[src/rtl/mux8_rr_sched.sv]
`timescale 1ns/1ps
// mux8_rr_sched: round-robin scheduler sharing one 8-to-1 mux among eight requesters.
// Drives the mux address (c,b,a) and active-low strobe g with break-before-make
// sequencing, issues a one-hot grant, and limits hold time to MAXHOLD cycles.
// Ports:
//   clk    - system clock, rising edge
//   clr_n  - asynchronous active-low reset
//   req    - request lines, req[i] asks for mux input i
//   done   - current owner releases the mux (sampled in GRANT only)
//   c,b,a  - mux select bits 2..0 (registered)
//   g      - mux strobe, active-low (registered), low only in GRANT
//   gnt    - one-hot grant (registered)
//   busy   - high in SETUP, GRANT and RELEASE (registered)
//   tout   - one-cycle pulse when the hold limit alone revokes a grant (registered)
module mux8_rr_sched #(
  parameter int unsigned MAXHOLD = 16
) (
  input  logic       clk,
  input  logic       clr_n,
  input  logic [7:0] req,
  input  logic       done,
  output logic       c,
  output logic       b,
  output logic       a,
  output logic       g,
  output logic [7:0] gnt,
  output logic       busy,
  output logic       tout
);

  localparam int unsigned NREQ = 8;
  localparam int unsigned PW   = 3;
  localparam int unsigned CW   = 8;
  localparam bit          HOLD_EN   = (MAXHOLD != 0);
  localparam logic [CW-1:0] HOLD_LAST = CW'((MAXHOLD == 0) ? 0 : (MAXHOLD - 1));

  typedef enum logic [1:0] {IDLE, SETUP, GRANT, RELEASE} state_t;

  state_t        state, state_d;
  logic [PW-1:0] ptr, ptr_d;
  logic [PW-1:0] owner, owner_d;
  logic [CW-1:0] cnt, cnt_d;

  logic [PW-1:0] cba_d;
  logic          g_d;
  logic [7:0]    gnt_d;
  logic          busy_d;
  logic          tout_d;

  logic [PW-1:0] win;
  logic          win_vld;
  logic [PW-1:0] idx;
  logic          lim_hit;
  logic          rel_hit;

  // First requester at or after ptr, wrapping modulo 8.
  always_comb begin
    win     = '0;
    win_vld = 1'b0;
    idx     = '0;
    for (int i = 0; i < NREQ; i++) begin
      idx = ptr + PW'(i);
      if (!win_vld && req[idx]) begin
        win     = idx;
        win_vld = 1'b1;
      end
    end
  end

  // Exit causes while in GRANT; the limit is only armed when MAXHOLD is non-zero.
  always_comb begin
    lim_hit = HOLD_EN && (cnt == HOLD_LAST);
    rel_hit = done || !req[owner];
  end

  // State register, also capturing the next output values.
  always_ff @(posedge clk or negedge clr_n) begin
    if (!clr_n) begin
      state     <= IDLE;
      ptr       <= '0;
      owner     <= '0;
      cnt       <= '0;
      {c, b, a} <= 3'b000;
      g         <= 1'b1;
      gnt       <= '0;
      busy      <= 1'b0;
      tout      <= 1'b0;
    end else begin
      state     <= state_d;
      ptr       <= ptr_d;
      owner     <= owner_d;
      cnt       <= cnt_d;
      {c, b, a} <= cba_d;
      g         <= g_d;
      gnt       <= gnt_d;
      busy      <= busy_d;
      tout      <= tout_d;
    end
  end

  // Next-state logic.
  always_comb begin
    state_d = state;
    ptr_d   = ptr;
    owner_d = owner;
    cnt_d   = cnt;
    case (state)
      IDLE: begin
        if (win_vld) begin
          owner_d = win;
          state_d = SETUP;
        end
      end
      SETUP: begin
        if (!req[owner]) begin
          state_d = RELEASE;
        end else begin
          cnt_d   = '0;
          state_d = GRANT;
        end
      end
      GRANT: begin
        if (rel_hit || lim_hit) begin
          state_d = RELEASE;
        end else if (cnt != {CW{1'b1}}) begin
          cnt_d = cnt + CW'(1);
        end
      end
      RELEASE: begin
        ptr_d   = owner + PW'(1);
        state_d = IDLE;
      end
      default: state_d = IDLE;
    endcase
  end

  // Next output values; address only moves when leaving IDLE, while g is high.
  always_comb begin
    cba_d  = {c, b, a};
    g_d    = 1'b1;
    gnt_d  = '0;
    busy_d = 1'b0;
    tout_d = 1'b0;
    if (state == IDLE && win_vld) begin
      cba_d = win;
    end
    if (state_d == GRANT) begin
      g_d = 1'b0;
    end
    if (state_d == SETUP || state_d == GRANT) begin
      gnt_d = 8'(1) << owner_d;
    end
    busy_d = (state_d != IDLE);
    tout_d = (state == GRANT) && lim_hit && !rel_hit;
  end

endmodule

[config.mk]
export PLATFORM = sky130hd
export DESIGN_NAME = mux8_rr_sched
export DESIGN_NICKNAME = d
export VERILOG_FILES = /design/src/rtl/mux8_rr_sched.sv
export SDC_FILE = /design/constraint.sdc
export NUM_CORES = 1
export LEC_CHECK = 0
export BUFFER_PORTS_ARGS = -buffer_cell sky130_fd_sc_hd__buf_2
export CAP_MARGIN = 20
export CORE_MARGIN = 1.5
export CORE_UTILIZATION = 45
export DETAILED_ROUTE_END_ITERATION = 16
export HOLD_SLACK_MARGIN = 0.06
export PLACE_DENSITY = 0.62
export SKIP_CTS_REPAIR_TIMING = 1
export SLEW_MARGIN = 20
export SYNTH_ARGS = -nofsm -noshare
export SYNTH_HDL_FRONTEND = slang
export SYNTH_SLANG_ARGS = --single-unit
[constraint.sdc]
create_clock -name clk -period 4.67 [get_ports clk]
set_clock_uncertainty 0.05 [all_clocks]
set_input_delay 0.2335 -clock clk [delete_from_list [all_inputs] [get_ports clk]]
set_output_delay 0.2335 -clock clk [all_outputs]
set_load 0.005 [all_outputs]
After elaboration in Yosys (flattened, before gate mapping)
Cells that the tools add are included.
{"block": "classes", "addsub": 9, "order_cmp": 9, "eq_ne": 10, "shifts": 1, "n_mux": 46, "n_reduce_logical": 26}
{"operator": "less-than comparator 3 x 4 -> 1 bit (second input constant)", "n": 9}
{"operator": "2-to-1 mux 8 bit", "n": 4}
{"operator": "2-to-1 mux 3 bit", "n": 10}
{"operator": "binary-select mux 1 bit (select 3 bit)", "n": 9}
{"operator": "2-to-1 mux 1 bit", "n": 19}
{"operator": "one-hot mux 8 bit (2 select lines)", "n": 1}
{"operator": "adder 3 bit (second input constant)", "n": 4}
{"operator": "logical AND 1 bit", "n": 10}
{"operator": "zero test 1 bit", "n": 9}
{"operator": "adder 8 x 1 -> 8 bit (second input constant)", "n": 1}
{"operator": "equality test 8 x 4 -> 1 bit (second input constant)", "n": 1}
{"operator": "inequality test 8 bit (second input constant)", "n": 1}
{"operator": "one-hot mux 2 bit (4 select lines)", "n": 1}
{"operator": "left shift 1 x 3 -> 8 bit (first input constant)", "n": 1}
{"operator": "adder 3 x 1 -> 3 bit (second input constant)", "n": 2}
{"operator": "adder 3 x 2 -> 3 bit (second input constant)", "n": 2}
{"operator": "equality test 2 bit (second input constant)", "n": 3}
{"operator": "inequality test 2 bit (second input constant)", "n": 3}
{"operator": "equality test 2 x 1 -> 1 bit (second input constant)", "n": 2}
{"operator": "2-to-1 mux 2 bit", "n": 2}
{"operator": "AND reduction 4 bit", "n": 1}
{"operator": "nonzero test 2 bit", "n": 2}
{"operator": "logical OR 1 bit", "n": 3}
{"operator": "zero test 2 bit", "n": 1}
{"block": "word_totals", "register_bits": 30, "inputBits": 11, "output_inout_bits": 14, "word_cells": 112}

Logic depth before layout (Yosys ltp)
{"block": "depth", "ltp_word": 29, "ltp_mapped": 15}

Least setup slack after synthesis
Ideal clock, no wire load.
{"block": "synth_timing", "path_type": "register to register", "startpoint": "register ptr[1]", "endpoint": "register gnt[3]", "setup_time_ps": 80, "arrival_ps": 3935, "slack_ps": 605, "stages_incl_launch_ff": 16, "period_less_slack_ps": 4065, "path_cell_list": "dfrtp_1 clkbuf_1 clkbuf_1 inv_1 ha_1 buf_6 buf_4 mux2i_1 mux4_2 a32oi_2 or2_1 nor2_1 a41o_1 ha_1 or3_4 nor3b_2"}
{"block": "synth_between", "elab_chain_cells": 29}
{"element": "from (decl)", "line": "40", "text": "logic [PW-1:0] ptr, ptr_d;"}
{"element": "from (signal assigned)", "line": "90", "text": "ptr <= ptr_d;"}
{"element": "parallel branches: the longest is 28 deep, another holds adder 3 x 1 -> 3 bit"}
{"element": "2-to-1 mux 8 bit *", "line": "150", "text": "if (state_d == SETUP || state_d == GRANT) begin"}
{"element": "via gnt_d[3]", "line": "46", "text": "logic [7:0] gnt_d;"}
{"element": "to (signal assigned)", "line": "95", "text": "gnt <= gnt_d;"}
{"element": "to (decl)", "line": "26", "text": "output logic [7:0] gnt,"}
Mark *: on every way through the listed nets, which the timed path passes. The select of a mux whose other input is x is not followed.
A chain may end at the register's enable or synchronous reset.

Worst setup path in the final report
{"block": "layout_timing", "startpoint": "register ptr[1]", "endpoint": "register gnt[1]"}
Same word-level chain as after synthesis.

==> metrics.txt <==
status=completed; CP bufs+invs=1; fin crit period=3.82 ns; f_max=262 MHz; sequential power share=0.188; Tot GR Track Use=0.191; Power Density=793 mW/mm^2; peak supply drop=0.284 mV; r2r setup slk=0.85 ns; Fin Setup TNS=0 ns; register area share after synthesis=0.291; final wirelength=5.46 mm; root buf cell=clkbuf_8; die area=0.00621 sq mm; Clock Path Buffers=2; Reg clk slew, reported paths=0.07 ns; synthesized cell area=0.00259 sq mm; CP Max Fanout=14; Critical Path Slowest Stage Cell=ha_1; Synth top area share=0.281; LEAKAGE=1.20 nW; Worst path depth=11; worst-margin pin slew=0.788 ns; via count=1994; pin count of the biggest net entering global routing=31; top-count cell post-synth=dfrtp_1; Max-Cap Viols=0; nets@finish=284; Internal=1.19 mW; RSZ-0062 raised after global routing=no; Min-Delay Path Depth=2; first-pass GRT wire length=9.25 mm; part of the cycle the worst path needs=0.817; crit-path cells=inv_1 -> ha_1 -> mux2i_1 -> mux4_2 -> a32oi_2 -> or2_1 -> nor2_1 -> a41o_1 -> ha_1 -> or3_4 -> nor3b_2; area of the core=0.00554 sq mm; Slew Limit Fails=0; routed len/inst=16.3 microns; syn nets=262; clock share of power=0.096; clk_lat worst skew=0.28 ns; initial antenna violation count=0; Ys Warns=0; Max H-tree Level=2; Hold WC Path Type=in -> reg; average vias per placed instance=5.95; Worst setup EP type=flop; Crit. Startpoint=ptr[1]; detailed placer's ending HPWL=4.05 mm; Port Buffers=24; final hold viol count=0; initial DRC count=168; routability congestion estimate from global placement=0.862; slew margin rel.=0.475; Hold Path Origin=done; Comb pwr share=0.716; Residual DRC=0; Post-synth top cells=29 x dfrtp_1, 23 x nand2_1, 19 x mux4_2; Switch Pwr=1.07 mW; CP max stage delay=0.67 ns; leading area contributor after synthesis=dfrtp_1; family with the most delay on the worst path=adder cells; predominant post-synthesis flop cell=dfrtp_1; vias in the first global route=1878; end of the worst register-to-register path=gnt[1]; Crit path top cell by count=ha_1; endpoints failing setup=0; initial core utilization=0.467; Diodes inserted=0; Mapped Cells=240; Final ANT Viol Nets=0; switch share=0.472; Register-to-Register Path Depth=11; WP data required=4.82 ns; Cell variety after synth=59; Synth Register Bits=30; critical path startpoint category=flop; Die Y=78.8 microns; Rows=27; grt ovf=0; Die Wd=78.8 microns; Top-Level Pins=25; Async SR Flop Fraction=1.00; Post-synth EDFFs=0; RR Startpoint=ptr[1]; Num CTS Buffers=5; CP Capture Point=gnt[1]; drt pass-1 iters=4; CP Class=reg -> reg; Area Growth Syn to Fin=10.1%; hold slack=0.0925 ns; Avg Inst Size Synth=10.8 sq um; CTS tree=built; leading post-synthesis cells by cell area=dfrtp_1 28%, mux4_2 17%, ha_1 5.3%, mux2i_1 4.6%, mux2_2 3.5%; Worst Path Arrival=3.97 ns; clock sink count=30; proportion of layout cells with a drive suffix above 1=0.300
==> cell usage in the layout (no fill, tap or decap), types with 4 or more instances in the layout <==
cell type  count
a211oi_1       5
a21oi_1        4
and2_1         4
buf_2         24
clkbuf_8       6
dfrtp_1       29
ha_1          11
inv_1         13
mux2_2         8
mux2i_1       12
mux4_2        19
nand2_1       23
nand3_1        5
nor2_1         8
nor3_1         6
o21ai_0       13
o31ai_1        7
==> stage by stage <==
stage | utilization | power (mW) | cells | area, sq um | worst slack, ns
global route | 0.514 | 2.45 | 335 | 2850 | 0.622
detailed placement | 0.495 | 2.04 | 326 | 2740 | 0.897
global placement | 0.495 | 2.03 | 326 | 2740 | 0.915
CTS | 0.512 | 2.27 | 334 | 2840 | 0.869
finish | 0.514 | 2.26 | 335 | 2850 | 0.854
floorplan | - | 1.76 | 240 | 2590 | 0.605
==> state kept, by name (all words and copies together), names as in the netlist <==
| signal | count |
|---|---|
| cnt | 8 |
| c | 1 |
| a | 1 |
| b | 1 |
| busy | 1 |
| owner | 3 |
| tout | 1 |
| gnt | 8 |
| state | 2 |
| ptr | 3 |
| g | 1 |
==> metal layers <==
metal,share of wire,track usage,vias to the layer above
li1,-,-,976
met2,0.45,0.277,64
met4,0.0071,0.0421,0
met5,0,0,-
met1,0.48,0.286,948
met3,0.067,0.0483,6
==> power groups by stage <==
stage	Combinational, mW	Sequential (mW)	Clock [mW]
after floorplan	1.36	0.393	0
after global placement	1.60	0.429	0
after detailed placement	1.61	0.430	0
after CTS	1.61	0.426	0.225
after global routing	1.78	0.440	0.236
final	1.62	0.424	0.216
==> worst min-delay path by stage <==
stage                        end  slack [ns]
after floorplan                a       -0.11
after global placement         c        0.25
after detailed placement       c        0.25
after CTS                 gnt[6]       -0.06
after global routing        tout         0.1
final                       tout        0.09
==> kinds of logic after synthesis <==
logic type / Yosys count / share of synthesized area
compound gates: 62 / 0.195
xor+xnor: 3 / 0.0102
fa+ha+maj: 11 / 0.0532
buf+inv: 28 / 0.0498
flops: 30 / 0.291
mux: 41 / 0.264
simple gates: 65 / 0.137
==> area by class of cell <==
class	count	area (sq um)
Sequential cell	30	752
Multi-Input combinational cell	182	1710
Fill cell	512	2690
Timing Repair Buffer	27	145
Inverter	16	60.1
Clock inverter	2	12.5
Tap cell	72	90.1
Clock buffer	6	82.6
Power figures use the tool's default switching activity.
